===== config.mk =====
export PLATFORM = sky130hd
export DESIGN_NAME = pipe_stage_chain
export DESIGN_NICKNAME = d
export VERILOG_FILES = /design/src/rtl/pipe_stage_chain.sv
export SDC_FILE = /design/constraint.sdc
export NUM_CORES = 1
export LEC_CHECK = 0
export CAP_MARGIN = 20
export CORE_ASPECT_RATIO = 1.5
export CORE_MARGIN = 2
export CORE_UTILIZATION = 40
export CTS_CLUSTER_SIZE = 10
export DETAILED_ROUTE_END_ITERATION = 10
export GPL_TIMING_DRIVEN = 0
export PLACE_DENSITY_LB_ADDON = 0.3
export SKIP_CTS_REPAIR_TIMING = 1
export SLEW_MARGIN = 20
export SYNTH_ARGS = -nofsm -noshare
export SYNTH_HDL_FRONTEND = slang
export SYNTH_SLANG_ARGS = --single-unit

===== constraint.sdc =====
create_clock -name clk -period 1.8 [get_ports clk]
set_clock_uncertainty 0.15 [all_clocks]
set_input_delay 0.36 -clock clk [delete_from_list [all_inputs] [get_ports clk]]
set_output_delay 0.36 -clock clk [all_outputs]
set_load 0.01 [all_outputs]

===== src/rtl/pipe_stage_chain.sv =====
// Generic pipeline-register chain: per-stage valid, stall with bubble insertion,
// flush, occupancy and saturating stall/retire counters.
module pipe_stage_chain #(
    parameter int WIDTH  = 32,
    parameter int STAGES = 4,
    parameter int OCC_W  = $clog2(STAGES + 1)
) (
    input  logic                      clk,
    input  logic                      rst,
    input  logic                      in_valid,
    input  logic [WIDTH-1:0]          in_data,
    output logic                      in_ready,
    input  logic [STAGES-1:0]         stall,
    input  logic [STAGES-1:0]         flush,
    output logic [STAGES-1:0]         stage_valid,
    output logic [STAGES*WIDTH-1:0]   stage_data,
    output logic                      out_valid,
    output logic [WIDTH-1:0]          out_data,
    output logic [OCC_W-1:0]          occupancy,
    output logic [15:0]               stall_cycles,
    output logic [15:0]               retired
);

    logic [STAGES-1:0] hold;
    logic [STAGES-1:0] valid_q;
    logic [WIDTH-1:0]  data_q [STAGES];
    logic              retire;

    // A stall anywhere downstream freezes this stage too.
    always_comb begin
        hold[STAGES-1] = stall[STAGES-1];
        for (int k = STAGES - 2; k >= 0; k--) begin
            hold[k] = hold[k+1] | stall[k];
        end
    end

    assign in_ready = ~hold[0];

    always_ff @(posedge clk or negedge rst) begin
        if (!rst) begin
            valid_q[0] <= 1'b0;
            data_q[0]  <= '0;
        end else if (flush[0]) begin
            valid_q[0] <= 1'b0;
            data_q[0]  <= '0;
        end else if (!hold[0]) begin
            valid_q[0] <= in_valid;
            data_q[0]  <= in_valid ? in_data : '0;
        end
    end

    for (genvar g = 1; g < STAGES; g++) begin : g_stage
        always_ff @(posedge clk or negedge rst) begin
            if (!rst) begin
                valid_q[g] <= 1'b0;
                data_q[g]  <= '0;
            end else if (flush[g]) begin
                valid_q[g] <= 1'b0;
                data_q[g]  <= '0;
            end else if (hold[g]) begin
                valid_q[g] <= valid_q[g];
                data_q[g]  <= data_q[g];
            end else if (hold[g-1]) begin
                valid_q[g] <= 1'b0;
                data_q[g]  <= '0;
            end else begin
                valid_q[g] <= valid_q[g-1];
                data_q[g]  <= data_q[g-1];
            end
        end
    end

    for (genvar g = 0; g < STAGES; g++) begin : g_pack
        assign stage_data[g*WIDTH +: WIDTH] = data_q[g];
    end

    assign stage_valid = valid_q;
    assign out_valid   = valid_q[STAGES-1];
    assign out_data    = data_q[STAGES-1];
    assign retire      = valid_q[STAGES-1] & ~stall[STAGES-1];

    always_comb begin
        occupancy = '0;
        for (int k = 0; k < STAGES; k++) begin
            occupancy = occupancy + {{(OCC_W-1){1'b0}}, valid_q[k]};
        end
    end

    always_ff @(posedge clk or negedge rst) begin
        if (!rst) begin
            stall_cycles <= '0;
            retired      <= '0;
        end else begin
            if ((|stall) && (stall_cycles != 16'hFFFF)) begin
                stall_cycles <= stall_cycles + 16'd1;
            end
            if (retire && (retired != 16'hFFFF)) begin
                retired <= retired + 16'd1;
            end
        end
    end

endmodule

=== After elaboration in Yosys (flattened, before gate mapping) ===
Cells that the tools add are included.

* Flip-flop bits (word level): 164
* Input bits: 43
* Output and inout bits: 201

* Multiplexer cells: 23
* Add/sub/neg operators: 5
* Equal/unequal tests: 6
* Reductions and logical operators: 3
* Bitwise logic cells: 6

{| class="wikitable"
|+ Operators with widths
! kind !! number
|-
| two-way mux 32 bit || 12
|-
| adder 16 x 1 -> 16 bit (second input constant) || 2
|-
| != test 16 bit (second input constant) || 2
|-
| two-way mux 1 bit || 11
|-
| != test 2 bit (second input constant) || 3
|-
| OR reduction 4 bit || 1
|-
| adder 2 x 1 -> 3 bit || 1
|-
| adder 3 x 1 -> 3 bit || 1
|-
| OR 1 bit || 3
|-
| adder 1 x 1 -> 2 bit || 1
|-
| logical AND 1 bit || 2
|-
| != test 2 x 1 -> 1 bit (second input constant) || 1
|-
| inverter 1 bit || 2
|-
| bitwise AND 1 bit || 1
|}

=== Depth between registers and ports, before layout ===
Gate-level depths: netlist of run 1.

* Word-level depth: 6
* Gate-level depth with buffers: 6

=== Worst setup path after synthesis of run 1 ===
Ideal clock, no wire load.

* Path type: reg-to-output
* From: reg valid_q[0] (netlist: stage_valid[0])
* To: out occupancy[1]
* Path slack: -0.220 ns
* Path buffers: 0
* Arrival time: 1.510 ns
* Cell stages (with the launch flop): 6
* Data required time: 1.290 ns
* Cells stage by stage: dfrtp_1 > inv_1 > fa_1 > inv_1 > ha_1 > ha_1

* Word-level cells in the longest chain between the ends: 3

{| class="wikitable"
|+ Ends and longest elaborated chain
! what !! line !! source
|-
| from (decl) || 25 || <nowiki>logic [STAGES-1:0] valid_q;</nowiki>
|-
| from (signal assigned) || 47 || <nowiki>valid_q[0] <= in_valid;</nowiki>
|-
| adder 1 x 1 -> 2 bit || 85 || <nowiki>occupancy = occupancy + {{(OCC_W-1){1'b0}}, valid_q[k]};</nowiki>
|-
| adder 2 x 1 -> 3 bit || 85 ||
|-
| adder 3 x 1 -> 3 bit || 85 ||
|-
| to (decl) || 19 || <nowiki>output logic [OCC_W-1:0] occupancy,</nowiki>
|}

No other way between the ends.

=== Worst setup path after layout of run 1 ===
* From: reg valid_q[1] (netlist: stage_valid[1])
* To: out occupancy[1]

Same word-level chain as after synthesis.

==> results of run 1 <==
## critical path: stages (launching register included)
cell	delay [ps]
sky130_fd_sc_hd__dfrtp_1	430
sky130_fd_sc_hd__inv_2	60
sky130_fd_sc_hd__fa_1	550
sky130_fd_sc_hd__inv_2	50
sky130_fd_sc_hd__ha_4	160
sky130_fd_sc_hd__ha_4	250
sky130_fd_sc_hd__buf_6	90
## area by class of cell
type                            instances  area, sq um  area share, %
Buffer                                 59        386.6          3.491
Timing Repair Buffer                  308         3471          31.34
Multi-Input combinational cell        253         2247          20.29
Clock buffer                           18        429.2          3.875
Tap cell                              206        257.7          2.327
Clock inverter                         13        125.1          1.130
Inverter                                6        27.53         0.2485
Sequential cell                       164         4131          37.30
## layout by cell type (no fill, tap or decap), types with 4 or more instances in the layout
master / n
sky130_fd_sc_hd__ha_4: 4
sky130_fd_sc_hd__a22o_1: 131
sky130_fd_sc_hd__nor2_2: 5
sky130_fd_sc_hd__xnor2_1: 10
sky130_fd_sc_hd__clkbuf_1: 13
sky130_fd_sc_hd__nand3_1: 8
sky130_fd_sc_hd__xor2_1: 16
sky130_fd_sc_hd__dfrtp_2: 22
sky130_fd_sc_hd__buf_6: 12
sky130_fd_sc_hd__buf_4: 92
sky130_fd_sc_hd__buf_2: 6
sky130_fd_sc_hd__clkbuf_16: 17
sky130_fd_sc_hd__clkdlybuf4s50_1: 37
sky130_fd_sc_hd__dlymetal6s2s_1: 199
sky130_fd_sc_hd__nor3_2: 4
sky130_fd_sc_hd__nor3_1: 4
sky130_fd_sc_hd__nor4_4: 5
sky130_fd_sc_hd__nand4_1: 17
sky130_fd_sc_hd__clkbuf_2: 4
sky130_fd_sc_hd__a21oi_1: 4
sky130_fd_sc_hd__clkinvlp_4: 4
sky130_fd_sc_hd__dfrtp_1: 142
sky130_fd_sc_hd__nor2_1: 5
sky130_fd_sc_hd__nand2_1: 4
## final timing paths
kind	startpoint	to	cells past startpoint
worst max-delay path	stage_valid[1]$_DFFE_PN0P_	occupancy[1]	6
worst min-delay path	stall[3]	out_valid$_DFFE_PN0P_	3
worst max register to register	stall_cycles[8]$_DFFE_PN0P_	stall_cycles[8]$_DFFE_PN0P_	6
worst min register to register	stall_cycles[15]$_DFFE_PN0P_	stall_cycles[15]$_DFFE_PN0P_	1
max in group asynchronous	rst	stage_data[40]$_DFFE_PN0P_	3
min in group asynchronous	rst	retired[6]$_DFFE_PN0P_	2
## power by group
part	switching (mW)	leakage [nW]	total [mW]	internal, mW
Clock	1.51	0.261	3.42	1.92
Sequential	0.146	2.23	3.95	3.80
Combinational	0.511	5.86	1.04	0.530
Total	2.16	8.35	8.41	6.25
## layer usage
metal  share of wire (%)  track usage, %  up-vias
met5                   0               0        -
li1                    -               -     2452
met2                  56           39.34      211
met4                 2.8           8.217        0
met1                  36           24.38     2838
met3                 5.3           4.992       45
## registers in the layout, indices dropped and copies added (netlist names)
register / cells
stage_valid: 3
out_data: 32
stall_cycles: 16
retired: 16
out_valid: 1
stage_data: 96
## cell families after synthesis
| logic type | after synthesis |
|---|---|
| flip-flops | 164 |
| AO/OA/AOI/OAI | 142 |
| AND/OR/NAND/NOR | 78 |
| buffers and inverters | 66 |
| XOR/XNOR | 26 |
| adder cells (fa/ha/maj) | 5 |
| multiplexers | 2 |
==> summary by stage, run 1 <==
Run status
The run finished, with violations left. The final reports fail on negative setup slack.

Final layout
Excluding fillers, the count of instances in the completed layout stands at 1027. The number of inserted filler cells in the final layout is 1114. The number of nets in the final layout is 857. The synthesis-to-layout area growth is 69.97%. Cells fill 69.02% of the core in the end.

Cells with a size suffix above 1 make up 25.46% of the layout. The finished cells cover 0.01108 sq mm. The number of diodes added for antenna fixing is 0.

Logic synthesis
Of the synthesized area, sequential elements account for 62.98%. The combinational family with the most area after synthesis is compound AO/OA/AOI/OAI gates. In the post-synthesis netlist, the biggest area contributors are sky130_fd_sc_hd__dfrtp_1, sky130_fd_sc_hd__a22o_1, sky130_fd_sc_hd__buf_4, sky130_fd_sc_hd__xor2_1, sky130_fd_sc_hd__nand4_1.

Synthesis produced a netlist whose cell count is 483. The post-synth net total is 531. The async set-reset flop share out of synthesis is 100.0%. The xor and xnor fraction of the mapped netlist area is 3.495%. The post-synthesis average cell area is 13.49 sq um. The share of synthesized area in the top cell type comes to 62.98%.

The adder and majority cell fraction of the synthesized area is 1.075%. The biggest area contributor in the post-synthesis netlist is sky130_fd_sc_hd__dfrtp_1. The count of flip-flops with a built-in enable after synthesis is 0. The synthesized netlist occupies a cell area of 0.006516 sq mm. The predominant post-synthesis flop cell is sky130_fd_sc_hd__dfrtp_1.

Of the total synthesized cell area, the portion taken by AND, OR, NAND and NOR gates is 7.181%. The most instantiated library cell after synthesis is sky130_fd_sc_hd__dfrtp_1. Summing the areas of all compound-gate instances in the mapped netlist gives 18.70% of the synthesized area. Synthesis inferred 164 register bits. The number of distinct library cells after synthesis is 39. The share of cell area taken by muxes after synthesis is 0.3456%.

The commonest cells after synthesis are sky130_fd_sc_hd__dfrtp_1, sky130_fd_sc_hd__a22o_1, sky130_fd_sc_hd__buf_4, sky130_fd_sc_hd__clkbuf_1, sky130_fd_sc_hd__nand4_1. For this run, the number of Yosys warnings is 0.

Critical path
The startpoint-to-endpoint class of the critical path is reg2out. For the worst setup path, the data arrival time is 1990 ps. The top fanout value on the critical path is 4. The required time at the worst-slack endpoint is 1290 ps. The worst register-to-register path has a setup slack of -80 ps. The startpoint type of the worst setup path is a flip-flop.

The kind of end point of the critical path is a primary output.

Drt
The remaining routing DRC violations is 0. The routed wire length per instance is 20.24 microns. The final layout contains routed wiring with a total length of 20780 microns. The pre-antenna-repair detailed-routing pass consisted of 4 iterations. Once detail routing completed, the nets flagged for antenna violations numbered 0. The initial detailed-routing violation count is 280. The number of vias per cell is 5.400. Detailed routing inserted a total of 5546 vias.

STA
The worst hold slack is 266.0 ps. Based on the critical path, the design can be clocked at up to 0.4002 GHz. In the finished design, the share of the clock period the worst path needs comes to 138.8%. Counting I/O delays and the setup requirement, the final critical path takes 2498 ps. The final count of negative-setup-slack endpoints is 19. Setup slack on the critical path of the routed design comes to -698.5 ps. Setup repair after global routing could not meet its margin everywhere. The number of failing hold endpoints at the final stage is 0. The final setup TNS is -2513 ps. The worst relative slew slack is 53.48%. The slew at the pin closest to its max-slew limit is 697.7 ps. The final count of pins violating max slew is 0.

Floorplan
The die outline width is 108.2 microns. Pin placement for this block handled 244 I/O pins. The row count is 57. The standard cell core area is 0.01605 sq mm. From bottom edge to top edge, the die measures 160.3 microns. The die covers 0.01735 sq mm. For this configuration, the core starts out at a cell density of 40.61%.

Placed design
During placement, the flow inserted port buffers numbering 243. At the placement stage, the worst setup path has a slack of -1040 ps. After detailed placement, the total cell area comes to 0.009285 sq mm. Routability-driven placement finished with a final weighted congestion of 0.8898. The placed wire-length estimate is 14060 microns. The number of cells after detailed placement is 933.

CTS
The library cell used as clock root buffer is sky130_fd_sc_hd__clkbuf_16. The number of H-tree levels is 4. Clock-pin slew was measured on the worst setup and hold paths at 60 ps.

The later-pin clock latency in the skew report is 410 ps. In this run, CTS created clock tree buffers numbering 17. The TritonCTS clock tree is built. The maximum clock insertion buffer count is 2.

The clock drives 164 sinks.

Global routing
The all-layer global routing usage is 21.70%. The first global-routing pass estimated 29100 microns of wire. The pin count of the biggest net entering global routing is 94. For this run the aggregate overflow at the end of global routing stands at 0. The via count of the first global-routing pass was 5350. The initial antenna violation count is 0.

Power
The sum of internal, switching and leakage power is 8.415 mW. In this run the static leakage power is 8.349 nW. The areal power density over the cells is 759.8 mW/mm^2. The highest ir drop seen on vdd is 0.8024 mV.

Run
The max capacitance violation total is 0.

Hold path
The path type of the worst min-delay path is in2reg.
Note: power is estimated with default switching activity, not from simulation.
==> inputs of run 2 (changes only) <==
--- a/config.mk
+++ b/config.mk
@@ -12,7 +12,7 @@
 export CTS_CLUSTER_SIZE = 10
 export DETAILED_ROUTE_END_ITERATION = 10
 export GPL_TIMING_DRIVEN = 0
-export PLACE_DENSITY_LB_ADDON = 0.3
+export PLACE_DENSITY = 0.87
 export SKIP_CTS_REPAIR_TIMING = 1
 export SLEW_MARGIN = 20
 export SYNTH_ARGS = -nofsm -noshare
==> summary by stage, run 2 (same netlist as run 1, synthesis figures left out) <==
Run status
Status: complete, but fails checks (unchanged). Violated checks: negative setup slack (unchanged).

Hold path
The path type of the worst min-delay path was in2reg (unchanged).

Power
The leakage component of the power is 8.320 nW (was 8.349 nW). The cell-internal power is 6.609 mW (was 6.251 mW). The sequential share of power is 45.2% (was 46.9%). The switching component of the power was 2.158 mW (was 2.164 mW).

The areal power density over the cells was 798.1 mW/mm^2 (was 759.8 mW/mm^2). The switching share of total power is 24.61% (was 25.71%). The combinational share of power was 9.9% (was 12.4%). The highest ir drop seen on vdd is 0.8390 mV (was 0.8024 mV). The part of the power in the clock network came to 44.9% (was 40.7%).

STA
The worst setup slack after layout is -647.1 ps (was -698.5 ps). The fmax is 0.4086 GHz (was 0.4002 GHz). The worst relative slew slack is 63.14% (was 53.48%).

The share of the cycle needed by the critical path after routing is 136.0% (was 138.8%). Unrepaired setup endpoints after global routing: true (unchanged). The final count of negative-setup-slack endpoints is 21 (was 19).

The final count of pins violating max slew came to 0 (unchanged). The number of failing hold endpoints at the final stage is 0 (unchanged). The slew at the pin closest to its max-slew limit is 549.9 ps (was 697.7 ps). The shortest clock period the worst path allows after layout came to 2447 ps (was 2498 ps).

Placed design
The placed wire-length estimate was 13170 microns (was 14060 microns). The post-place setup slack is -1044 ps (was -1040 ps). The weighted congestion at the end of routability-driven global placement was 0.8556 (was 0.8898). The number of port buffers came to 243 (unchanged).

CTS
The number of H-tree levels came to 4 (unchanged). The library cell used as clock root buffer is sky130_fd_sc_hd__clkbuf_16 (unchanged). The CTS clock-pin slew for the worst setup and hold paths is 60 ps (about the same). The later-pin clock latency in the skew report came to 410 ps (about the same). The number of clock sinks seen by CTS is 164 (unchanged). The maximum clock insertion buffer count came to 2 (unchanged). The TritonCTS clock tree is built (unchanged). The number of buffers inserted during clock tree synthesis came to 17 (unchanged).

Critical path
The largest incremental delay on the critical path is 540 ps (was 550 ps). The top fanout value on the critical path is 3 (was 4). The kind of end point of the critical path is a primary output (unchanged). The data arrival time of the worst path came to 1940 ps (was 1990 ps). The sum of buffers and inverters on the critical path is 3 (unchanged). Crit path cell chain: inv_2 > fa_1 > inv_2 > ha_4 > ha_4 > buf_6 (unchanged).

The required time at the worst-slack endpoint is 1290 ps (about the same). The startpoint type of the worst setup path is a flip-flop (unchanged). The cell with the largest stage delay on the worst path is sky130_fd_sc_hd__fa_1 (unchanged). The startpoint-to-endpoint class of the critical path is reg2out (unchanged). The family with the most delay on the worst path is adder cells (unchanged).

Floorplan
The row count was 57 (unchanged). The standard cell core area was 0.01605 sq mm (unchanged). The overall die area is 0.01735 sq mm (unchanged). The I/O pin total is 244 (unchanged).

The floorplan die height is 160.3 microns (unchanged). The die outline width was 108.2 microns (unchanged). The starting density of the core is 40.61% (unchanged).

Final layout
The number of inserted filler cells in the final layout is 1045 (was 1114). The number of diodes added for antenna fixing was 0 (unchanged). The most common cell after layout, fill and taps aside is sky130_fd_sc_hd__dlymetal6s2s_1 (unchanged). The number of flip-flops under the largest register name is 96 (unchanged). Leading cell types in the layout, fill and taps excluded: sky130_fd_sc_hd__dlymetal6s2s_1, sky130_fd_sc_hd__dfrtp_1, sky130_fd_sc_hd__a22o_1 (unchanged).

The synthesis-to-layout area growth is 68.57% (was 69.97%). The final core area utilization is 68.45% (was 69.02%). The fraction of layout instances using a drive strength above 1 is 23.46% (was 25.46%).

The number of nets in the final layout is 845 (was 857).

Drt
The remaining routing DRC violations is 0 (unchanged). The initial detailed-routing violation count is 199 (was 280). The vias after detailed routing is 5353 (was 5546). The routed wire length per instance was 19.44 microns (was 20.24 microns). The count of nets left with antenna violations after detail routing is 0 (unchanged). The iteration count of the initial detailed-routing pass is 4 (unchanged).

The total detailed-routing wirelength was 19750 microns (was 20780 microns). The number of vias per cell is 5.269 (was 5.400).

Global routing
The pin count of the biggest net entering global routing is 93 (was 94). The first-pass GRT wire length is 27610 microns (was 29100 microns). The via count of the first global-routing pass is 5087 (was 5350). The all-layer global routing usage is 20.52% (was 21.70%). The initial antenna violation count is 0 (unchanged). The sum of overflow across all layers after global routing is 0 (unchanged).

Run
The max capacitance violation total came to 0 (unchanged).
## run 2: changes by cell type in the layout (fill, tap and decap cells not counted), sizes merged
cell and change:
clkinv -3, inv +3, clkinvlp -2, clkbuf +4
bufinv +3, dlymetal6s2s -1, buf -15
## run 2: path summary, 6_finish.rpt
kind / startpoint / endpoint / slack, ps / depth (start not counted)
worst min-delay path: stall[3] / stage_valid[2]$_DFFE_PN0P_ / 230 / 3
max in group asynchronous: rst / retired[14]$_DFFE_PN0P_ / 270 / 3
worst max-delay path: stage_valid[1]$_DFFE_PN0P_ / occupancy[1] / -650 / 6
worst min register to register: stall_cycles[15]$_DFFE_PN0P_ / stall_cycles[15]$_DFFE_PN0P_ / 350 / 1
min in group asynchronous: rst / retired[4]$_DFFE_PN0P_ / 380 / 2
worst max register to register: stall_cycles[8]$_DFFE_PN0P_ / stall_cycles[8]$_DFFE_PN0P_ / -90 / 6
## run 2: area by class of cell
class	count	area (sq um)	area share [%]
inverters	6	27.53	0.2506
plain buffers	59	392.9	3.577
well taps	206	257.7	2.347
repair buffers	296	3357	30.56
multi-input cells	253	2173	19.79
flip-flops and latches	164	4131	37.61
clock inverters	14	215.2	1.959
clock buffers	18	429.2	3.907
## run 2: metal layers
metal | wire length [microns] | vias to the layer above | track usage, %
met5 | 0 | - | 0
met4 | 626 | 0 | 6.935
met3 | 1175 | 41 | 5.682
met2 | 10450 | 210 | 35.25
met1 | 7500 | 2660 | 24.62
li1 | - | 2442 | -
## run 2: worst reg2reg max path: stages (launching register included)
cell and delay (ps):
sky130_fd_sc_hd__dfrtp_1 400, sky130_fd_sc_hd__buf_6 120, sky130_fd_sc_hd__nand4_1 230, sky130_fd_sc_hd__nor4_4 420
sky130_fd_sc_hd__buf_4 210, sky130_fd_sc_hd__nor4_1 70, sky130_fd_sc_hd__xor2_1 150
## run 2: through the flow
| step | instances | area (sq um) | hold slack [ps] | setup TNS [ps] | total power [mW] |
|---|---|---|---|---|---|
| after global placement | 932 | 9246 | 332.3 | -1166070 | 4.745 |
| after floorplan | 483 | 6556 | -85.59 | -637.3 | 4.277 |
| final | 1016 | 10980 | 229.0 | -2302 | 8.766 |
| after detailed placement | 933 | 9285 | 218.1 | -126060 | 4.765 |
| after global routing | 1016 | 10980 | 219.9 | -4149 | 9.118 |
| after CTS | 965 | 9930 | -228.3 | -80820 | 8.715 |
## run 2: power groups by stage
stage / Sequential [mW] / Combinational (mW) / Clock [mW]
floorplan: 4.03 / 0.246 / 0
finish: 3.96 / 0.866 / 3.94
global route: 3.97 / 0.939 / 4.21
CTS: 3.95 / 0.751 / 4.01
detailed placement: 4.02 / 0.747 / 0
global placement: 4.03 / 0.720 / 0
